### src/rtl/multi_rate_divider_if.sv
// multi_rate_divider_if: per-channel control inputs and tick/armed outputs of the divider bank.
interface multi_rate_divider_if #(
    parameter int CHANNELS = 4,
    parameter int WIDTH    = 29
);
    logic [CHANNELS-1:0]       enable;
    logic [CHANNELS-1:0]       oneshot;
    logic [CHANNELS-1:0]       restart;
    logic [CHANNELS*WIDTH-1:0] rate;
    logic [CHANNELS-1:0]       tick;
    logic [CHANNELS-1:0]       armed;
    modport master (output enable, oneshot, restart, rate, input tick, armed);
    modport slave  (input enable, oneshot, restart, rate, output tick, armed);
endinterface

### src/rtl/multi_rate_divider.sv
// multi_rate_divider: independent periodic/one-shot down-counter channels emitting one-cycle ticks.
module multi_rate_divider #(
    parameter int CHANNELS = 4,
    parameter int WIDTH    = 29
) (
    input logic                  CLOCK_50,
    input logic                  resetn,
    multi_rate_divider_if.slave  bus
);
    typedef enum logic {IDLE, ARMED} state_t;
    state_t              st_q  [CHANNELS];
    state_t              st_d  [CHANNELS];
    logic [WIDTH-1:0]    cnt_q [CHANNELS];
    logic [WIDTH-1:0]    cnt_d [CHANNELS];
    logic [CHANNELS-1:0] tick_q, tick_d, armed;
    always_ff @(posedge CLOCK_50 or negedge resetn) begin
        if (!resetn) begin
            tick_q <= '0;
            for (int i = 0; i < CHANNELS; i++) begin
                st_q[i]  <= IDLE;
                cnt_q[i] <= '0;
            end
        end else begin
            tick_q <= tick_d;
            for (int i = 0; i < CHANNELS; i++) begin
                st_q[i]  <= st_d[i];
                cnt_q[i] <= cnt_d[i];
            end
        end
    end
    // Priority per channel: restart, then periodic wrap, then one-shot countdown.
    always_comb begin
        tick_d = '0;
        armed  = '0;
        for (int i = 0; i < CHANNELS; i++) begin
            cnt_d[i] = cnt_q[i];
            st_d[i]  = st_q[i];
            armed[i] = st_q[i] == ARMED;
            if (bus.restart[i]) begin
                cnt_d[i] = bus.rate[i*WIDTH +: WIDTH];
                st_d[i]  = bus.oneshot[i] ? ARMED : IDLE;
            end else if (!bus.oneshot[i]) begin
                st_d[i] = IDLE;
                if (bus.enable[i]) begin
                    tick_d[i] = cnt_q[i] == '0;
                    cnt_d[i]  = tick_d[i] ? bus.rate[i*WIDTH +: WIDTH] : cnt_q[i] - 1'b1;
                end
            end else if (st_q[i] == ARMED && bus.enable[i]) begin
                tick_d[i] = cnt_q[i] == '0;
                cnt_d[i]  = tick_d[i] ? cnt_q[i] : cnt_q[i] - 1'b1;
                st_d[i]   = tick_d[i] ? IDLE : ARMED;
            end
        end
    end
    assign bus.tick  = tick_q;
    assign bus.armed = armed;
endmodule
### src/flat_wrapper.sv
// flat-port wrapper written by rule: the top's interface ports become plain ports
module multi_rate_divider_flat 
#(
    parameter int CHANNELS = 4,
    parameter int WIDTH    = 29
)
  (CLOCK_50, resetn, bus_enable, bus_oneshot, bus_restart, bus_rate, bus_tick, bus_armed);
  multi_rate_divider_if #(.CHANNELS(CHANNELS), .WIDTH(WIDTH)) bus_i ();
  input logic CLOCK_50;
  input logic resetn;
  input wire logic [$bits(bus_i.enable)-1:0] bus_enable;
  input wire logic [$bits(bus_i.oneshot)-1:0] bus_oneshot;
  input wire logic [$bits(bus_i.restart)-1:0] bus_restart;
  input wire logic [$bits(bus_i.rate)-1:0] bus_rate;
  output wire logic [$bits(bus_i.tick)-1:0] bus_tick;
  output wire logic [$bits(bus_i.armed)-1:0] bus_armed;
  assign bus_i.enable = bus_enable;
  assign bus_i.oneshot = bus_oneshot;
  assign bus_i.restart = bus_restart;
  assign bus_i.rate = bus_rate;
  assign bus_tick = bus_i.tick;
  assign bus_armed = bus_i.armed;
  multi_rate_divider #(.CHANNELS(CHANNELS), .WIDTH(WIDTH)) u_core (.CLOCK_50(CLOCK_50), .resetn(resetn), .bus(bus_i));
endmodule
### config.mk
export PLATFORM = sky130hd
export DESIGN_NAME = multi_rate_divider_flat
export DESIGN_NICKNAME = d
export VERILOG_FILES = /design/src/rtl/multi_rate_divider_if.sv /design/src/rtl/multi_rate_divider.sv /design/src/flat_wrapper.sv
export SDC_FILE = /design/constraint.sdc
export NUM_CORES = 1
export LEC_CHECK = 0
export CAP_MARGIN = 10
export CORE_ASPECT_RATIO = 2
export CORE_MARGIN = 8
export CORE_UTILIZATION = 55
export CTS_CLUSTER_SIZE = 14
export DETAILED_ROUTE_END_ITERATION = 10
export HOLD_SLACK_MARGIN = 0.06
export PLACE_DENSITY = 0.9
export SKIP_CTS_REPAIR_TIMING = 1
export SLEW_MARGIN = 5
export SYNTH_ARGS = -nofsm -noshare
export SYNTH_HDL_FRONTEND = slang
export SYNTH_SLANG_ARGS = --single-unit
### constraint.sdc
create_clock -name CLOCK_50 -period 8.3 [get_ports CLOCK_50]
set_input_delay 1.66 -clock CLOCK_50 [delete_from_list [all_inputs] [get_ports CLOCK_50]]
set_output_delay 1.66 -clock CLOCK_50 [all_outputs]
set_load 0.005 [all_outputs]
==> impl_results.md <==
- Hold depth: 1
- RD Place Congestion: 0.944
- Syn Area/Cell: 8.11 sq um
- Slew Limit Fails: 0
- Worst setup EP type: flop
- Die Height: 186 microns
- CTS tree: built
- Count of unique library cells instantiated by Yosys: 70
- Min cycle time layout: 3.82 ns
- Pwr Density: 191 mW/mm^2
- Wirelength per Cell: 19.0 microns
- Crit path required time: 8.63 ns
- Async SR Flop Fraction: 100%
- Clock latency at the later pin of the worst-skew pair: 0.43 ns
- DRC: 0
- Synthesis-stage register bit count: 124
- CORE AREA: 0.0142 sq mm
- Top cells by area, synth: dfrtp_1, a21oi_1, o21ai_0, nor2_1, nor3_1
- Die area: 0.0187 sq mm
- Global-route wire length before repair: 40.6 mm
- Post-Syn Nets: 1109
- Vias: 8682
- Mapped Area: 0.00791 sq mm
- Dominant cell by count in the synthesized netlist: dfrtp_1
- Width of the die: 101 microns
- Post-DP HPWL: 17.0 mm
- Worst Skew: 0.0157 ns
- Num CTS Buffers: 17
- Min-delay worst type: reg -> reg
- # rows: 62
- GRT overflow: 0
- Outcome: complete, no violations
- Layout cells sized above 1: 6.26%
- Routed Antenna Nets: 0
- Initial antenna violation count: 0
- Relative slew slack: 16.2%
- Yosys top cell by area: dfrtp_1
- Final setup fails: 0
- Largest net degree at the start of global routing: 74
- Finished Core Util: 70.8%
- RSZ-0062 raised after global routing: false
- Clk root buf: clkbuf_16
- Pleak: 3.69 nW
- Routed wire length: 24.5 mm
- Element type at the critical path start: input pin
- Vias per std cell: 6.70
- Peak supply drop: 0.000142 V
- Buffers on Ports: 137
- Num Clock Sinks: 124
- Warnings, synthesis: 0
- Final Net Count: 1224
- Reg clk slew, reported paths: 0.06 ns
- Most frequent cells after synthesis: dfrtp_1, a21oi_1, nor2_1, o21ai_0, nand2_1
- Final-report hold violation count: 0
- Ys flop type: dfrtp_1
- EDFF count, synth: 0
- Gate Count Post-Synth: 975
- Number of global-route vias before repair: 8342
- Crit path max fanout: 24
- TritonRoute pass-1 iters: 6
- Setup_tns: 0 ns
- Syn-to-layout area delta: 27.2%
- Slew @ Worst Pin: 1.24 ns
- IO Pins: 138
- Yosys top cell area share: 39.2%
- 1st-iter DRT viols: 869
- MaxCap Viol Count: 0
- Ant diodes: 0
- Critical path arrival: 4.15 ns
- H-tree levels: 4
- Register-to-Register Path Depth: 8
- CTS Buffer Depth: 2
- Highest clock rate: 262 MHz
- Initial Utilization: 55.7%
- WS Path Type: in -> reg
- Sequential area share after synthesis: 39.2%
- Total GRT Usage: 26.6%
- Fin crit share: 46.0%
cells by family (layout without fill, tap and decap cells):
logic type                 Yosys count  after routing  synth area share, %
buffers and inverters               78            206                 4.13
AOI/OAI and AO/OA                  356            356                 28.8
and+or+nand+nor                    408            408                 26.7
xor gates and xnor gates             4              4                0.443
adders and majority gates            4              4                0.633
DFF                                124            124                 39.2
muxes                                1              1                0.127
metrics by stage:
| step | total power, mW | hold slack, ns | cell area (sq um) | instances | setup slack [ns] |
|---|---|---|---|---|---|
| 6_report | 1.92 | 0.492 | 10100 | 1295 | 4.48 |
| 5_1_grt | 2.00 | 0.524 | 10100 | 1295 | 4.30 |
| 4_1_cts | 1.91 | 0.493 | 10000 | 1293 | 4.45 |
| 3_5_place_dp | 1.10 | 0.475 | 9390 | 1261 | 4.00 |
| 3_3_place_gp | 1.08 | 0.484 | 9390 | 1261 | 4.10 |
| 2_1_floorplan | 0.949 | 0.457 | 7910 | 975 | 5.22 |
state kept, by name (all words and copies together) (netlist names):
signal / cells
u_core.cnt_q: 116
u_core.bus.armed: 4
u_core.bus.tick: 4
layout make-up:
type | instances | area, sq um
multi-input combinational | 773 | 4510
fill | 1091 | 4140
sequential | 124 | 3100
timing repair buffer | 150 | 1470
clock buffer | 19 | 453
tap | 192 | 240
clock inverter | 13 | 189
inverter | 24 | 90.1
report_power, final:
group          switching (mW)  internal, mW
logic                   0.172         0.155
registers              0.0957         0.679
clock network           0.295         0.520
routing by layer:
metal | up-vias | part of all wire [%] | GRT usage (%)
met5 | - | 0 | 0
met3 | 76 | 9.3 | 6.52
met1 | 4103 | 41 | 34.6
li1 | 3994 | - | -
met4 | 0 | 2.6 | 11.2
met2 | 509 | 47 | 41.0
placed cells by master (no fill, tap or decap), types with 9 or more instances in the layout:
cell type          n
a211oi_1          20
a21oi_1          111
a311oi_1          10
a31oi_1           15
buf_4             13
clkbuf_16         17
clkdlybuf4s50_1  136
dfrtp_1          124
inv_1             24
nand2_1           68
nand3_1           36
nand4_1           20
nor2_1            97
nor3_1            63
nor4_1            36
o21ai_0           90
o22a_1            12
o2bb2ai_1          9
or3_1             22
or4_1             15
worst paths after layout:
kind | start | end | slack [ns]
max | bus_restart[2] | u_core.cnt_q[36]$_DFFE_PN0P_ | 4.48
min | u_core.cnt_q[105]$_DFFE_PN0P_ | u_core.cnt_q[105]$_DFFE_PN0P_ | 0.49
max reg2reg | u_core.cnt_q[29]$_DFFE_PN0P_ | u_core.cnt_q[29]$_DFFE_PN0P_ | 4.87
min reg2reg | u_core.cnt_q[105]$_DFFE_PN0P_ | u_core.cnt_q[105]$_DFFE_PN0P_ | 0.49
max in group asynchronous | resetn | u_core.cnt_q[69]$_DFFE_PN0P_ | 5.68
min in group asynchronous | resetn | u_core.cnt_q[46]$_DFFE_PN0P_ | 1.39
critical path, cell delays in order:
cell and delay (ns):
clkdlybuf4s50_1 0.85, a41oi_2 0.84, buf_4 0.37, nor2_1 0.06
a41o_1 0.20, a21oi_1 0.16
No activity file was read; power rests on OpenSTA's default activity.
